### src/rtl/pwm_deadtime_stage.sv
// PWM output stage: double-buffered duty with valid/ready update, unsigned
// duty/count compare, and a complementary high/low pair with dead time.
module pwm_deadtime_stage #(
    parameter int BIT_WIDTH = 16,
    parameter int DEAD_TIME = 4
) (
    input  logic                 MClk,
    input  logic                 Reset_n,
    input  logic                 Enable,
    input  logic [BIT_WIDTH-1:0] Count,
    input  logic                 Done,
    input  logic [BIT_WIDTH-1:0] Duty,
    input  logic                 DutyValid,
    output logic                 DutyReady,
    output logic                 Update,
    output logic                 PwmHigh,
    output logic                 PwmLow
);

    // Dead counter counts down from DEAD_TIME-1 to 0, giving DEAD_TIME cycles.
    localparam logic [7:0] DeadLoad = (DEAD_TIME == 0) ? 8'd0 : 8'(DEAD_TIME - 1);
    localparam bit         NoDead   = (DEAD_TIME == 0);

    typedef enum logic [1:0] {IDLE, HI, LO, DEAD} state_t;

    state_t               state;
    logic [BIT_WIDTH-1:0] active;
    logic [BIT_WIDTH-1:0] shadow;
    logic                 pending;
    logic                 raw_q;
    logic                 target;
    logic [7:0]           dead_cnt;
    logic                 apply;
    logic                 xfer;

    // A pending duty moves over at a period end, or at once while disabled.
    assign apply = pending && (!Enable || Done);
    assign xfer  = DutyValid && DutyReady;

    // Shadow/active duty registers and the update handshake.
    always_ff @(posedge MClk or negedge Reset_n) begin
        if (!Reset_n) begin
            active    <= '0;
            shadow    <= '0;
            pending   <= 1'b0;
            DutyReady <= 1'b1;
            Update    <= 1'b0;
        end else begin
            Update <= 1'b0;
            if (apply) begin
                active    <= shadow;
                pending   <= 1'b0;
                DutyReady <= 1'b1;
                Update    <= 1'b1;
            end else if (xfer) begin
                shadow    <= Duty;
                pending   <= 1'b1;
                DutyReady <= 1'b0;
            end
        end
    end

    // Registered raw compare; active = 0 is always low, active > MaxCount always high.
    always_ff @(posedge MClk or negedge Reset_n) begin
        if (!Reset_n) raw_q <= 1'b0;
        else          raw_q <= Enable && (Count < active);
    end

    // Output FSM; outputs are registered alongside the state so they never overlap.
    always_ff @(posedge MClk or negedge Reset_n) begin
        if (!Reset_n) begin
            state    <= IDLE;
            target   <= 1'b0;
            dead_cnt <= '0;
            PwmHigh  <= 1'b0;
            PwmLow   <= 1'b0;
        end else if (!Enable) begin
            state   <= IDLE;
            PwmHigh <= 1'b0;
            PwmLow  <= 1'b0;
        end else begin
            case (state)
                DEAD: begin
                    // A raw change during the gap retargets and restarts the gap.
                    if (raw_q != target) begin
                        target   <= raw_q;
                        dead_cnt <= DeadLoad;
                    end else if (dead_cnt == 8'd0) begin
                        state   <= target ? HI : LO;
                        PwmHigh <= target;
                        PwmLow  <= !target;
                    end else begin
                        dead_cnt <= dead_cnt - 8'd1;
                    end
                end
                default: begin
                    // IDLE always leaves; HI/LO leave when raw disagrees with them.
                    // In every case the new target is the current raw level.
                    if (state == IDLE || raw_q != (state == HI)) begin
                        if (NoDead) begin
                            state   <= raw_q ? HI : LO;
                            PwmHigh <= raw_q;
                            PwmLow  <= !raw_q;
                        end else begin
                            state    <= DEAD;
                            target   <= raw_q;
                            dead_cnt <= DeadLoad;
                            PwmHigh  <= 1'b0;
                            PwmLow   <= 1'b0;
                        end
                    end
                end
            endcase
        end
    end

endmodule
### config.mk
export PLATFORM = sky130hd
export DESIGN_NAME = pwm_deadtime_stage
export DESIGN_NICKNAME = d
export VERILOG_FILES = /design/src/rtl/pwm_deadtime_stage.sv
export SDC_FILE = /design/constraint.sdc
export NUM_CORES = 1
export LEC_CHECK = 0
export BUFFER_PORTS_ARGS = -buffer_cell sky130_fd_sc_hd__buf_2
export CAP_MARGIN = 20
export CORE_ASPECT_RATIO = 1.4
export CORE_MARGIN = 10
export CORE_UTILIZATION = 50
export DETAILED_ROUTE_END_ITERATION = 16
export PLACE_DENSITY = 0.82
export SETUP_SLACK_MARGIN = 0.5
export SYNTH_ARGS = -nofsm -noshare
export SYNTH_HDL_FRONTEND = slang
export SYNTH_SLANG_ARGS = --single-unit
### constraint.sdc
create_clock -name MClk -period 1.8 [get_ports MClk]
set_input_delay 0.09 -clock MClk [delete_from_list [all_inputs] [get_ports MClk]]
set_output_delay 0.09 -clock MClk [all_outputs]
set_load 0.005 [all_outputs]
==> results of run 1 <==
[area by class of cell]
| type | count | area (um2) |
|---|---|---|
| clock buffer | 7 | 96.3 |
| clock inverter | 1 | 5.00 |
| fill | 384 | 1410 |
| inverter | 23 | 90.1 |
| multi-input combinational | 158 | 1380 |
| sequential | 49 | 1230 |
| tap | 64 | 80.1 |
| timing repair buffer | 71 | 510 |
| timing repair inverter | 1 | 7.51 |
[flip-flops by register name, indices dropped and copies added, names as in the netlist]
| name | cells |
|---|---|
| active | 16 |
| raw_q | 1 |
| state | 2 |
| dead_cnt | 8 |
| DutyReady | 1 |
| Update | 1 |
| PwmHigh | 1 |
| shadow | 16 |
| PwmLow | 1 |
| pending | 1 |
| target | 1 |
[through the flow]
stage | cell area [um2] | util, % | worst slack, ps | power (mW)
after floorplan | 2540 | - | 110 | 2.77
after global placement | 2850 | 59.4 | 0.515 | 3.04
after detailed placement | 2850 | 59.4 | -89.3 | 3.10
after CTS | 3310 | 68.8 | -0.453 | 4.27
after global routing | 3390 | 70.7 | -91.6 | 4.77
final | 3390 | 70.7 | 7.60 | 4.45
[per-layer routing]
metal	vias to the layer above	share of wire, %	GRT usage [%]
li1	960	-	-
met1	1021	40	18.2
met2	64	53	28.8
met3	19	4.0	3.23
met4	0	3.2	9.41
met5	-	0	0
[cell usage in the layout (no fill, tap or decap), types with 7 or more instances in the layout]
cell	n
o21ai_0	18
buf_4	21
nor2_1	9
mux2_4	16
a21oi_1	9
nand2_1	32
clkbuf_8	7
buf_2	40
inv_1	14
dfrtp_1	48
inv_2	8
ha_1	11
[worst paths after layout]
path | slack [ps] | depth (start not counted) | to
min in group asynchronous | 290 | 2 | state[1]$_DFFE_PN0P_
min reg2reg | 480 | 2 | active[0]$_DFFE_PN0P_
max reg2reg | 8 | 8 | dead_cnt[1]$_DFFE_PN0P_
min | 20 | 2 | shadow[1]$_DFFE_PN0P_
max in group asynchronous | 820 | 3 | DutyReady$_DFFE_PN1P_
max | 8 | 8 | dead_cnt[1]$_DFFE_PN0P_
[kinds of logic (layout without fill, tap and decap cells)]
kind of cell    Yosys count  count (layout)  synth area share (%)
simple gates             67              67                  13.0
compound gates           55              56                  13.6
flops                    49              49                  50.0
buf+inv                  35             103                  6.67
fa+ha+maj                17              17                  8.66
mux                      17              17                  7.74
xor+xnor                  1               1                 0.357
[cells in the mapped netlist (all sizes together), types with 2 or more instances]
library cell | number | area share, %
a211o | 2 | 0.71
nor3 | 4 | 0.82
clkbuf | 4 | 0.66
o41ai | 2 | 0.71
a21o | 2 | 0.61
dfrtp | 48 | 49
nand2b | 3 | 0.76
buf | 8 | 2.5
or3 | 2 | 0.61
and3 | 2 | 0.56
nor2 | 11 | 2.0
o21ai | 27 | 5.5
mux2 | 16 | 7.3
inv | 23 | 3.5
a21oi | 14 | 2.9
ha | 17 | 8.7
nand2 | 33 | 5.0
nand3 | 3 | 0.61
[power by group]
group	switching, mW	internal [mW]
Sequential	0.218	1.52
Combinational	0.944	1.06
Clock	0.361	0.348
[repair_timing]
item | in CTS | in global routing
hold buffers | 2 | 0
resized for setup | 40 | 18
setup buffers | 10 | 2
cloned | 3 | 0
endpoints found under the setup margin | 46 | 44
hold endpoints to repair | 21 | 0
pin swaps | 20 | 16
==> summary.md, run 1 <==
| Metric | Value |
|---|---|
| Clk pin slew, worst setup/hold paths | about 90 ps |
| Crit Path Class | reg -> reg |
| Worst Tran Pin Value | just over 500 ps |
| PwrDens | 1310 mW/mm2 |
| Mapped Cells | between 200 and 250 |
| Unrepaired setup endpoints after global routing | yes |
| Syn-to-layout area delta | 38.2% |
| CP max stage delay | 410 ps |
| CP max-delay cell | or3b_4 |
| CORE AREA | ~0.0048 mm2 |
| Clk buf depth | 2 |
| VDD IR max | roughly 1.0 mV |
| Synth Cell Area | 0.00246 mm2 |
| I/O pin count | a little over 40 |
| Critical path arrival | around 2000 ps |
| Critical path launch point | dead_cnt[0]$_DFFE_PN0P_ |
| Routed wire length | roughly 6600 um |
| Asr flop ratio synth | between 90% and 100% |
| Outcome | complete, no violations |
| Rows | 30 |
| Clock sinks | roughly 50 |
| Crit path max-delay family | simple AND/OR/NAND/NOR gates |
| Detailed Place HPWL | 3980 um |
| CP max FO | 5 |
| Initial Util | 51.1% |
| Vias per cell | approximately 5.5 |
| H-tree levels | 2 |
| Setup tns final | 0 ps |
| Worst hold slack | ~16 ps |
| Worst Path Buf+Inv | 2 |
| Dpl cells | ~350 |
| Die X-Extent | 79.2 um |
| Port bufs | 40 |
| Mean Syn Cell Area | around 10 um2 |
| Crit. End Element | register |
| Vias | roughly 2100 |
| Critical path launch point type | register |
| Vias in the first global route | 2249 |
| Routed len/inst | 17.6 um |
| Slew Viols, Final | 0 |
| F_max | 558 MHz |
| Endpoints failing setup | 0 |
| DRC viols | 0 |
| # Max-Cap Violations | 0 |
| Global-route wire length before repair | between 10000 and 15000 um |
| Syn Nets | 295 |
| Post-route ant nets | 0 |
| All-layer global routing usage | 16.5% |
| Number of flops mapped to enable cells by yosys | 0 |
| Initial DRT Pass Iterations | 4 |
| Min Tclk post-route | 1790 ps |
| Root Buffer Master | clkbuf_8 |
| Synth unique cells | 44 |
| Die H | between 100 and 150 um |
| Hold Startpoint | Duty[1] |
| Reg2reg start | dead_cnt[0]$_DFFE_PN0P_ |
| Lkg Pwr | ~1.6 nW |
| Critical Path RT | just over 2000 ps |
| Non-filler instance count after layout | 374 |
| Sequential area share after synthesis | approximately 50% |
| Max_slew headroom | approximately two thirds |
| Nets | 363 |
| Initial antenna violation count | 0 |
| Synth Flop Type | dfrtp_1 |
| Number of antenna repair diodes | 0 |
| Layout cells sized above 1 | between 40% and 50% |
| CP Cell Sequence | inv_2, ha_4, or3b_4, nor2_4, a2bb2oi_4, buf_6, nor3b_2, a21oi_1 |
| Total CTS buffers | 5 |
| Grt ovf | 0 |
| CTS tree | built |
| #FFs+latches synth | 49 |
| Largest net degree at the start of global routing | 23 |
| Global placement routability congestion | slightly above 0.8 |
| Initial DRC Count | roughly 140 |
| Die area | approximately 0.008 mm2 |
| Final worst-path cycle share | 99.6% |
| Final Hold Viols | 0 |
| Worst Hold Class | in -> reg |
| Clk_lat worst skew | ~300 ps |
| Ys Warns | 0 |
| Clock skew | 6.41 ps |
Power figures use the tool's default switching activity.
==> inputs of run 2 (changes only) <==
Settings changed: ABC_AREA set to 1, CORE_UTILIZATION 50 to 56, PLACE_DENSITY 0.82 to 0.86.
Clock period 1.8 ns to 2 ns, I/O delays scaled along.
==> run 2 against run 1 <==
- die area fell by 7.4%
- register-to-register slack improved by 500 ps
- total power fell by 57%
- first-iteration DRC count fell by 35%
- sequential power fell by 41%
- worst setup slack improved by 500 ps
- synthesized cell count rose by 14%
- critical path depth fell by 1
- combinational power fell by 84%
- hold slack improved by 5.7 ps
- clock-buffer cell count fell by 2
==> summary.md, run 2 <==
| Metric | Value |
|---|---|
| Outcome | complete, no violations (unchanged) |
| Routed len/inst | 13.6 um (was 17.6 um) |
| Detailed Place HPWL | 3930 um (was 3980 um) |
| Worst Reg-to-Reg Cells | 7 (was 8) |
| Hold Path Depth | 2 (unchanged) |
| Total CTS buffers | 5 (unchanged) |
| Tot Pwr | 1.92 mW (was 4.45 mW) |
| CP Cell Sequence | inv_2, ha_1, nand3_1, nor2_1, nand4_1, o211ai_1, inv_1 (was inv_2, ha_4, or3b_4, nor2_4, a2bb2oi_4, buf_6, nor3b_2, a21oi_1) |
| Clk pin slew, worst setup/hold paths | 90 ps (about the same) |
| Most common cell after layout, fill and taps aside | nand2_1 (was dfrtp_1) |
| CP max FO | 4 (was 5) |
| Worst Hold Class | in -> reg (unchanged) |
| Most common cell in the netlist | nand2_1 (was dfrtp_1) |
| Final worst-path cycle share | 74.9% (was 99.6%) |
| CP max stage delay | 400 ps (was 410 ps) |
| Leading post-synthesis cells by cell area | dfrtp_1 (48%), nand2_1 (11%), ha_1 (8.5%) (was dfrtp_1 (49%), ha_1 (8.7%), mux2_2 (7.3%)) |
| Worst hold slack | 21.3 ps (was 15.5 ps) |
| Synth Flop Type | dfrtp_1 (unchanged) |
| H-tree levels | 2 (unchanged) |
| Initial antenna violation count | 0 (unchanged) |
| Vias | 2033 (was 2064) |
| Endpoints failing setup | 0 (unchanged) |
| Clock skew | 4.69 ps (was 6.41 ps) |
| Unrepaired setup endpoints after global routing | yes (unchanged) |
| Ys Warns | 0 (unchanged) |
| Reg2reg start | dead_cnt[0]$_DFFE_PN0P_ (unchanged) |
| Slew Viols, Final | 0 (unchanged) |
| Hold Startpoint | Duty[0] (was Duty[1]) |
| Mean Syn Cell Area | 9.05 um2 (was 10.2 um2) |
| All-layer global routing usage | 13.6% (was 16.5%) |
| Critical Path RT | 2190 ps (was 2030 ps) |
| # fillers | 352 (was 384) |
| I/O pin count | 41 (unchanged) |
| Die X-Extent | 76.3 um (was 79.2 um) |
| Area leader, netlist | dfrtp_1 (unchanged) |
| Final instance area | 0.00301 mm2 (was 0.00339 mm2) |
| CTS tree | built (unchanged) |
| Worst Path Buf+Inv | 2 (unchanged) |
| Vias in the first global route | 2087 (was 2249) |
| Final Hold Viols | 0 (unchanged) |
| Initial DRT Pass Iterations | 4 (unchanged) |
| Crit. End Element | register (unchanged) |
| Vias per cell | 5.16 (was 5.52) |
| Synth Cell Area | 0.00249 mm2 (was 0.00246 mm2) |
| Nets | 387 (was 363) |
| Critical path arrival | 1690 ps (was 2020 ps) |
| Syn Nets | 329 (was 295) |
| Layout cells sized above 1 | 29.9% (was 44.8%) |
| Die H | 98.9 um (was 103 um) |
| # Max-Cap Violations | 0 (unchanged) |
| Syn-to-layout area delta | 20.9% (was 38.2%) |
| Max_slew headroom | 65.8% (was 66.4%) |
| Regs by FF count | active (16), shadow (16), dead_cnt (8) (unchanged) |
| Grt ovf | 0 (unchanged) |
| Share of the synthesized area in the top cell type | 48.3% (was 48.9%) |
| Root Buffer Master | clkbuf_8 (unchanged) |
| Mapped Cells | 275 (was 241) |
| DRC viols | 0 (unchanged) |
| Clk_lat worst skew | 300 ps (about the same) |
| Sequential area share after synthesis | 49.3% (was 50.0%) |
| PwrDens | 637 mW/mm2 (was 1310 mW/mm2) |
| Largest net degree at the start of global routing | 29 (was 23) |
| Global placement routability congestion | 0.915 (was 0.812) |
| VDD IR max | 0.455 mV (was 1.01 mV) |
| R2R Path End | state[1]$_DFFE_PN0P_ (was dead_cnt[1]$_DFFE_PN0P_) |
| Rows | 28 (was 30) |
| Clk buf depth | 2 (unchanged) |
| Synth unique cells | 26 (was 44) |
| Placed cell areas | 0.00275 mm2 (was 0.00285 mm2) |
| Flop-to-flop setup slack | 500 ps (was 8 ps) |
| Commonest non-fill, non-tap cells in the layout | nand2_1 (66), dfrtp_1 (48), buf_2 (40) (was dfrtp_1 (48), buf_2 (40), nand2_1 (32)) |
| #FFs+latches synth | 49 (unchanged) |
| Post-route ant nets | 0 (unchanged) |
| CP max-delay cell | dfrtp_1 (was or3b_4) |
| Port bufs | 40 (unchanged) |
| Number of antenna repair diodes | 0 (unchanged) |
| Number of flops mapped to enable cells by yosys | 0 (unchanged) |
| Clock sinks | 49 (unchanged) |
| CORE AREA | 0.00427 mm2 (was 0.00480 mm2) |
| Initial DRC Count | 89 (was 137) |
| Fin util | 70.4% (was 70.7%) |
| Routed wire length | 5360 um (was 6590 um) |
| Asr flop ratio synth | 100% (unchanged) |
| Global-route wire length before repair | 8650 um (was 10600 um) |
| Lkg Pwr | 1.65 nW (was 1.56 nW) |
| Min Tclk post-route | 1500 ps (was 1790 ps) |
| Crit Path Class | reg -> reg (unchanged) |
| Hold EP | shadow[0]$_DFFE_PN0P_ (was shadow[1]$_DFFE_PN0P_) |
| Critical path launch point type | register (unchanged) |
| F_max | 668 MHz (was 558 MHz) |
| Setup tns final | 0 ps (unchanged) |
| Worst Tran Pin Value | 512 ps (was 504 ps) |
| Initial Util | 58.2% (was 51.1%) |
| Commonest cells post-synth | nand2_1 (70), dfrtp_1 (48), inv_1 (38), o21ai_0 (24), ha_1 (17) (was dfrtp_1 (48), nand2_1 (33), o21ai_0 (25), inv_1 (23), ha_1 (17)) |
| Crit path max-delay family | simple AND/OR/NAND/NOR gates (unchanged) |
| Die area | 0.00755 mm2 (was 0.00816 mm2) |
## run 2: cell count changes after synthesis, sizes merged, moves of 3 or more
cell    change
nand2      +38
inv        +18
nand3       +6
buf         -5
nor2        +5
nand4       +4
a21oi       -3
nand2b      -3
nor3        -3
o21ai       +3
## run 2: worst max path at each step
stage,start,end,cells after the start
after floorplan,DutyReady$_DFFE_PN1P_,shadow[10]$_DFFE_PN0P_,5
after global placement,dead_cnt[2]$_DFFE_PN0P_,dead_cnt[1]$_DFFE_PN0P_,8
after detailed placement,dead_cnt[0]$_DFFE_PN0P_,dead_cnt[2]$_DFFE_PN0P_,9
after CTS,dead_cnt[0]$_DFFE_PN0P_,dead_cnt[1]$_DFFE_PN0P_,9
after global routing,dead_cnt[0]$_DFFE_PN0P_,dead_cnt[2]$_DFFE_PN0P_,9
final,dead_cnt[0]$_DFFE_PN0P_,state[1]$_DFFE_PN0P_,7
## run 2: cells by family (layout without fill, tap and decap cells)
kind of cell,after synthesis,count (layout),share of synthesized area (%)
AND/OR/NAND/NOR,104,105,17.3
flip-flops,49,49,49.3
buffers and inverters,46,104,7.59
AO/OA/AOI/OAI,44,44,9.65
adder cells (fa/ha/maj),17,17,8.55
multiplexers,14,14,7.24
XOR/XNOR,1,1,0.352
## run 2: through the flow
stage	setup WS [ps]	instances
finish	503	394
global route	373	394
CTS	503	386
detailed placement	310	373
global placement	383	373
floorplan	655	275
## run 2: worst reg2reg max path, stage by stage (launching register included)
cell,delay (ps)
dfrtp_1,400
inv_2,80
ha_1,150
nand3_1,150
nor2_1,220
nand4_1,200
o211ai_1,140
inv_1,60
## run 2: power breakdown
group          total [mW]  internal (mW)  switching [mW]
Clock               0.561          0.242           0.320
Sequential           1.03           1.01          0.0218
Combinational       0.322          0.133           0.188
Total                1.92           1.39           0.530
## run 2: metal layers
layer / track usage, % / vias to the layer above / part of all wire (%)
li1: - / 1007 / -
met1: 13.8 / 957 / 38
met2: 26.1 / 55 / 56
met3: 3.09 / 14 / 3.6
met4: 5.16 / 0 / 2.6
met5: 0 / - / 0
## run 2: what timing repair did
item	4_1_cts	5_1_grt
gates resized for setup	2	24
endpoints found under the hold margin	21	0
hold buffers	1	0
setup endpoints to repair	8	11
pin swaps	1	6
setup buffers	4	7
cloned	0	1
## run 2: layout make-up
class                      instances  area [um2]  share of cell area [%]
sequential                        49        1230                    40.8
clock inverter                     3        17.5                   0.582
clock buffer                       5        68.8                    2.29
timing repair buffer              55         319                    10.6
tap                               60        75.1                    2.49
inverter                          41         156                    5.20
multi-input combinational        181        1140                    38.0
